## src/rtl/calc_pkg.sv

```systemverilog
// Shared key codes, ALU/display encodings and FSM states for the keypad calculator.
package calc_pkg;

    localparam logic [3:0] KEY_ADD  = 4'hA;
    localparam logic [3:0] KEY_SUB  = 4'hB;
    localparam logic [3:0] KEY_MUL  = 4'hC;
    localparam logic [3:0] KEY_BKSP = 4'hD;
    localparam logic [3:0] KEY_EQ   = 4'hE;
    localparam logic [3:0] KEY_CLR  = 4'hF;

    localparam logic [1:0] ALU_ADD = 2'd0;
    localparam logic [1:0] ALU_SUB = 2'd1;
    localparam logic [1:0] ALU_MUL = 2'd2;

    localparam logic [1:0] DISP_A   = 2'd0;
    localparam logic [1:0] DISP_B   = 2'd1;
    localparam logic [1:0] DISP_RES = 2'd2;

    typedef enum logic [2:0] {
        ST_ENTRY_A,
        ST_ENTRY_B,
        ST_LAUNCH,
        ST_WAIT,
        ST_SHOW,
        ST_ERR
    } state_t;

    function automatic logic is_digit(input logic [3:0] k);
        return k <= 4'd9;
    endfunction

    function automatic logic is_operator(input logic [3:0] k);
        return (k == KEY_ADD) || (k == KEY_SUB) || (k == KEY_MUL);
    endfunction

    function automatic logic [1:0] key_to_op(input logic [3:0] k);
        case (k)
            KEY_SUB: return ALU_SUB;
            KEY_MUL: return ALU_MUL;
            default: return ALU_ADD;
        endcase
    endfunction

endpackage

```

## src/rtl/bcd_entry_reg.sv

```systemverilog
// One BCD operand: shift-in of digits with saturation at DIGITS, backspace, clear.
// clr together with push restarts the operand with that digit as its first digit.
module bcd_entry_reg #(
    parameter int DIGITS = 2
) (
    input  logic                clk,
    input  logic                reset,
    input  logic                clr,
    input  logic                push,
    input  logic [3:0]          digit,
    input  logic                pop,
    output logic [4*DIGITS-1:0] o_value
);

    localparam int W  = 4 * DIGITS;
    localparam int CW = $clog2(DIGITS + 1);

    logic [W-1:0]  r_value;
    logic [CW-1:0] r_count;

    // NOTE: state registers use non-blocking assignments so every flop samples pre-edge values.
    always_ff @(posedge clk) begin
        if (reset || (clr && !push)) begin
            r_value <= '0;
            r_count <= '0;
        end else if (clr) begin
            r_value <= W'(digit);
            r_count <= CW'(1);
        end else if (push && (r_count != CW'(DIGITS))) begin
            r_value <= W'({r_value, digit});
            r_count <= r_count + CW'(1);
        end else if (pop && (r_count != '0)) begin
            r_value <= r_value >> 4;
            r_count <= r_count - CW'(1);
        end
    end

    assign o_value = r_value;

endmodule

```

## src/rtl/calc_key_sequencer.sv

```systemverilog
// Keypad-driven calculator controller: operand entry, ALU launch/handshake, display select.
// Optional ALU watchdog enabled by defining CALC_ALU_TIMEOUT_EN.
module calc_key_sequencer
    import calc_pkg::*;
#(
    parameter int DIGITS         = 2,
    parameter int TIMEOUT_CYCLES = 1024
) (
    input  logic                clk,
    input  logic                reset,
    input  logic                key_valid,
    input  logic [3:0]          key_code,
    input  logic                alu_done,
    output logic [4*DIGITS-1:0] opnd_a,
    output logic [4*DIGITS-1:0] opnd_b,
    output logic [1:0]          alu_op,
    output logic                alu_start,
    output logic                busy,
    output logic [1:0]          disp_sel,
    output logic                error
);

    state_t     r_state, w_state_nxt;
    logic [1:0] r_alu_op, w_op_nxt;
    logic       w_clr, w_a_push, w_a_pop, w_b_push, w_b_pop;
    logic       w_key_dig, w_key_bksp, w_key_op, w_key_eq, w_key_clr;
    logic       w_timeout;

    assign w_key_dig  = key_valid && is_digit(key_code);
    assign w_key_bksp = key_valid && (key_code == KEY_BKSP);
    assign w_key_op   = key_valid && is_operator(key_code);
    assign w_key_eq   = key_valid && (key_code == KEY_EQ);
    assign w_key_clr  = key_valid && (key_code == KEY_CLR);

`ifdef CALC_ALU_TIMEOUT_EN
    localparam int TW = $clog2(TIMEOUT_CYCLES + 1);
    logic [TW-1:0] r_wait_cnt;

    always_ff @(posedge clk) begin
        if (reset || (r_state != ST_WAIT)) r_wait_cnt <= '0;
        else                               r_wait_cnt <= r_wait_cnt + TW'(1);
    end

    assign w_timeout = (r_wait_cnt == TW'(TIMEOUT_CYCLES - 1));
    assign error     = (r_state == ST_ERR);
`else
    assign w_timeout = 1'b0;
    assign error     = 1'b0;
`endif

    // NOTE: every signal gets a default first so no path through the case infers a latch.
    always_comb begin
        w_state_nxt = r_state;
        w_op_nxt    = r_alu_op;
        w_clr       = 1'b0;
        w_a_push    = 1'b0;
        w_a_pop     = 1'b0;
        w_b_push    = 1'b0;
        w_b_pop     = 1'b0;
        case (r_state)
            ST_ENTRY_A: begin
                if (w_key_clr) begin
                    w_clr = 1'b1; w_op_nxt = ALU_ADD;
                end else if (w_key_dig) begin
                    w_a_push = 1'b1;
                end else if (w_key_bksp) begin
                    w_a_pop = 1'b1;
                end else if (w_key_op) begin
                    w_op_nxt    = key_to_op(key_code);
                    w_state_nxt = ST_ENTRY_B;
                end
            end
            ST_ENTRY_B: begin
                if (w_key_clr) begin
                    w_clr = 1'b1; w_op_nxt = ALU_ADD; w_state_nxt = ST_ENTRY_A;
                end else if (w_key_dig) begin
                    w_b_push = 1'b1;
                end else if (w_key_bksp) begin
                    w_b_pop = 1'b1;
                end else if (w_key_op) begin
                    w_op_nxt = key_to_op(key_code);
                end else if (w_key_eq) begin
                    w_state_nxt = ST_LAUNCH;
                end
            end
            ST_LAUNCH: begin
                if (w_key_clr) begin
                    w_clr = 1'b1; w_op_nxt = ALU_ADD; w_state_nxt = ST_ENTRY_A;
                end else begin
                    w_state_nxt = ST_WAIT;
                end
            end
            ST_WAIT: begin
                // A completion in the same cycle as any key takes priority.
                if (alu_done) begin
                    w_state_nxt = ST_SHOW;
                end else if (w_key_clr) begin
                    w_clr = 1'b1; w_op_nxt = ALU_ADD; w_state_nxt = ST_ENTRY_A;
                end else if (w_timeout) begin
                    w_state_nxt = ST_ERR;
                end
            end
            ST_SHOW: begin
                if (w_key_clr) begin
                    w_clr = 1'b1; w_op_nxt = ALU_ADD; w_state_nxt = ST_ENTRY_A;
                end else if (w_key_dig) begin
                    w_clr = 1'b1; w_a_push = 1'b1; w_state_nxt = ST_ENTRY_A;
                end
            end
            ST_ERR: begin
                if (w_key_clr) begin
                    w_clr = 1'b1; w_op_nxt = ALU_ADD; w_state_nxt = ST_ENTRY_A;
                end
            end
            default: w_state_nxt = ST_ENTRY_A;
        endcase
    end

    always_ff @(posedge clk) begin
        if (reset) begin
            r_state  <= ST_ENTRY_A;
            r_alu_op <= ALU_ADD;
        end else begin
            r_state  <= w_state_nxt;
            r_alu_op <= w_op_nxt;
        end
    end

    bcd_entry_reg #(.DIGITS(DIGITS)) u_opnd_a (
        .clk     (clk),
        .reset   (reset),
        .clr     (w_clr),
        .push    (w_a_push),
        .digit   (key_code),
        .pop     (w_a_pop),
        .o_value (opnd_a)
    );

    bcd_entry_reg #(.DIGITS(DIGITS)) u_opnd_b (
        .clk     (clk),
        .reset   (reset),
        .clr     (w_clr),
        .push    (w_b_push),
        .digit   (key_code),
        .pop     (w_b_pop),
        .o_value (opnd_b)
    );

    always_comb begin
        case (r_state)
            ST_ENTRY_A: disp_sel = DISP_A;
            ST_SHOW:    disp_sel = DISP_RES;
            default:    disp_sel = DISP_B;
        endcase
    end

    assign alu_op    = r_alu_op;
    assign alu_start = (r_state == ST_LAUNCH);
    assign busy      = (r_state == ST_LAUNCH) || (r_state == ST_WAIT);

endmodule
```

## config.mk

```make
export PLATFORM = sky130hd
export DESIGN_NAME = calc_key_sequencer
export DESIGN_NICKNAME = d
export VERILOG_FILES = /design/src/rtl/calc_pkg.sv /design/src/rtl/bcd_entry_reg.sv /design/src/rtl/calc_key_sequencer.sv
export SDC_FILE = /design/constraint.sdc
export NUM_CORES = 1
export LEC_CHECK = 0
export CAP_MARGIN = 0
export CELL_PAD_IN_SITES_DETAIL_PLACEMENT = 1
export CELL_PAD_IN_SITES_GLOBAL_PLACEMENT = 1
export CORE_ASPECT_RATIO = 1.75
export CORE_MARGIN = 8
export CORE_UTILIZATION = 30
export DETAILED_ROUTE_END_ITERATION = 8
export PLACE_DENSITY = 0.7
export SLEW_MARGIN = 20
export SYNTH_ARGS = -nofsm -noshare
export SYNTH_HDL_FRONTEND = slang
export SYNTH_SLANG_ARGS = --single-unit
```

## constraint.sdc

```tcl
create_clock -name clk -period 2.3 [get_ports clk]
set_input_delay 0.345 -clock clk [delete_from_list [all_inputs] [get_ports clk]]
set_output_delay 0.345 -clock clk [all_outputs]
set_load 0.005 [all_outputs]
```

==> run metrics <==
fraction of registers with async set or reset after synthesis 0%; Tcrit/Tclk final about 93%; Critical Path Sink disp_sel[1]; setup tns final 0 ns; instance count after placement with tap cells included 252; post-synthesis area per instance between 8 and 9 sq um; fraction of final layout cells with drive strength greater than 1 ~15%; Slew @ Worst Pin 0.6856 ns; run status completed; Die Wd 66.83 microns; flip-flop and latch count after synthesis 25; share of the yosys chip area belonging to registers between 30% and 40%; number of vias after detailed routing about 1,400; required time reported for the critical path endpoint ~2 ns; global-route wire length before repair 7569 microns; routed wire length 4446 microns; Root Driver sky130_fd_sc_hd__clkbuf_8; total congestion overflow after global routing 0; power density normalized to cell area roughly 600 nW/um^2; NumNets Final 214; Max Clk Rate between 400 and 500 MHz; number of antenna violations at the first check in global routing 0; peak supply drop 403.3 uV; category of the worst setup path capture point primary output; cell depth of the worst min-delay path 2; floorplan row count 32; routed length per placed instance 17.37 microns; clk slew on worst S/H paths ~0.090 ns; type of the tightest min-delay check flop to flop; TritonCTS buffer count 3; number of diodes added for antenna fixing 0; Post-synth top flop sky130_fd_sc_hd__dfxtp_1; routability congestion estimate from global placement around 0.90; Area after DPL ~1800 sq um; Final Skew 0.009290 ns; number of buffers between clock root and the deepest sink 2; largest net degree at the start of global routing 16; leakage power figure 0.6688 nW; synthesized netlist cell count 166; most used cells in the layout excluding fill and tap cells sky130_fd_sc_hd__clkdlybuf4s50_1 (29), sky130_fd_sc_hd__dfxtp_1 (25), sky130_fd_sc_hd__nor2_1 (18); Syn. warnings 0; r2r endpoint u_opnd_b.o_value[0]; number of routed nets with antenna violations 0; post-synthesis net count 174; number of enable flip-flop cells after synthesis 0; number of pins exceeding their max-slew limit in the final report 0; placeable core region 4364 sq um; post-layout total power 1.088 mW; Post-Layout Inst Area 1837 sq um; non-filler cells, final 256; number of buffers inserted by port buffering 29; DRC violations left 0; Distinct cells, synth 51; type of the worst setup path flop to primary output; Worst Reg-to-Reg Cells 5; mean number of vias per cell 5.430; PostCTS Resize Cnt 0; number of max-capacitance violations reported 0; initial standard-cell utilization of the core 31.08%; arrival time at the worst endpoint between 1.5 and 2 ns; critical path launch point r_state[2]; final critical path time including I/O delays and setup 2.132 ns; area enclosed by the die boundary 7013 sq um; initial drt markers 25; worst-path fanout max 12; Reg2Reg Setup Slack roughly 0.48 ns; Hold Buf Count CTS 0; most common cell after layout, fill and taps aside sky130_fd_sc_hd__clkdlybuf4s50_1; Sink Count 25; chip height ~100 microns; post-synth design cell area 1356 sq um; H-tree lvl count 1; nature of the critical path startpoint flop; clock insertion delay at the later pin of the skew report 0.27 ns; fill count 546; post-synth top area cell sky130_fd_sc_hd__dfxtp_1; global-route usage over all layers 13.49%; TritonRoute pass-1 iters 4; startpoint of the lowest-slack register-to-register path r_state[2]; worst slew slack as a fraction of its limit 53.90%; area share of the leading cell type in the synthesized netlist around 37%; RSZ-0062 raised after global routing false; TritonCTS clock tree done; vias in the first global route around 1,600; final hold viol count 0; worst slack at placement 0.05299 ns; # setup viols final 0; total half-perimeter wirelength after legalization and detailed placement around 3700 microns; leading cell types by total area after synthesis sky130_fd_sc_hd__dfxtp_1 (37%), sky130_fd_sc_hd__a21oi_1 (5.5%), sky130_fd_sc_hd__nor2_1 (5.0%); area overhead of the layout relative to synthesis 35.42%; num ports 31; Post-CTS Setup Repair Bufs 0; final setup margin 0.1682 ns
## final cells by class
class                           instances  area (sq um)  area share [%]
Clock buffer                            4         45.04           2.452
Inverter                               10         37.54           2.044
Multi-Input combinational cell        121         767.0           41.76
Sequential cell                        25         500.5           27.25
Tap cell                               51         63.81           3.474
Timing Repair Buffer                   45         422.9           23.02
## critical path: stages, from the launching register on
cell and delay [ns]:
sky130_fd_sc_hd__dfxtp_1 0.56, sky130_fd_sc_hd__nand2b_1 0.17, sky130_fd_sc_hd__nor2_1 0.23, sky130_fd_sc_hd__clkdlybuf4s50_1 0.55
## cell usage after synthesis (2+ instances only)
master and number:
sky130_fd_sc_hd__mux2_2 2, sky130_fd_sc_hd__nand2b_1 3, sky130_fd_sc_hd__o31ai_1 3, sky130_fd_sc_hd__nor2_2 2, sky130_fd_sc_hd__a211oi_2 2, sky130_fd_sc_hd__o21a_1 5, sky130_fd_sc_hd__nor2b_1 2, sky130_fd_sc_hd__nor2_1 18
sky130_fd_sc_hd__nor3_1 4, sky130_fd_sc_hd__inv_1 10, sky130_fd_sc_hd__dfxtp_1 25, sky130_fd_sc_hd__nand2_1 13, sky130_fd_sc_hd__buf_2 7, sky130_fd_sc_hd__a22oi_1 8, sky130_fd_sc_hd__a21oi_1 15, sky130_fd_sc_hd__nand3_1 2
sky130_fd_sc_hd__o21ai_1 3, sky130_fd_sc_hd__o221a_1 2, sky130_fd_sc_hd__a31oi_1 2, sky130_fd_sc_hd__and3_1 2, sky130_fd_sc_hd__o21ai_0 6
## cell families (layout without fill, tap and decap cells)
| logic type | count (synthesis) | after routing | share of synthesized area, % |
|---|---|---|---|
| simple gates | 59 | 59 | 24.26 |
| xor+xnor | 2 | 2 | 1.292 |
| compound gates | 56 | 56 | 28.32 |
| flops | 25 | 25 | 36.90 |
| mux | 3 | 3 | 2.398 |
| other cells | 1 | 1 | 0.2765 |
| buf+inv | 20 | 59 | 6.549 |
## worst min path at each step
stage	from	end	slack, ns
2_1_floorplan	reset	r_state[2]	0.42
3_3_place_gp	u_opnd_b.o_value[0]	u_opnd_b.o_value[0]	0.46
3_5_place_dp	u_opnd_a.o_value[0]	u_opnd_a.o_value[4]	0.47
5_1_grt	u_opnd_b.o_value[1]	u_opnd_b.o_value[1]	0.51
4_1_cts	u_opnd_a.o_value[0]	u_opnd_a.o_value[4]	0.48
6_report	u_opnd_a.o_value[0]	u_opnd_a.o_value[4]	0.48
## stage by stage
step | util, % | hold slack (ns)
2_1_floorplan | - | 0.4174
6_report | 42.09 | 0.4816
4_1_cts | 42.09 | 0.4843
3_5_place_dp | 41.06 | 0.4687
5_1_grt | 42.09 | 0.5090
3_3_place_gp | 41.06 | 0.4583
## state kept, by name (all words and copies together), names as in the netlist
register,cells
u_opnd_b.r_count,2
u_opnd_a.o_value,8
alu_op,2
u_opnd_b.o_value,8
u_opnd_a.r_count,2
r_state,3
## power breakdown
part           total, mW  switching [mW]  internal (mW)
Clock              0.265           0.141          0.124
Combinational      0.328           0.163          0.164
Sequential         0.496          0.0367          0.459
Total               1.09           0.341          0.748
## per-layer routing
layer  wire length [microns]  track usage (%)
met1                    1660            13.47
met2                    2450            24.95
met3                     183            2.246
met4                     153            6.759
met5                       0                0
No activity file was read; power rests on OpenSTA's default activity.
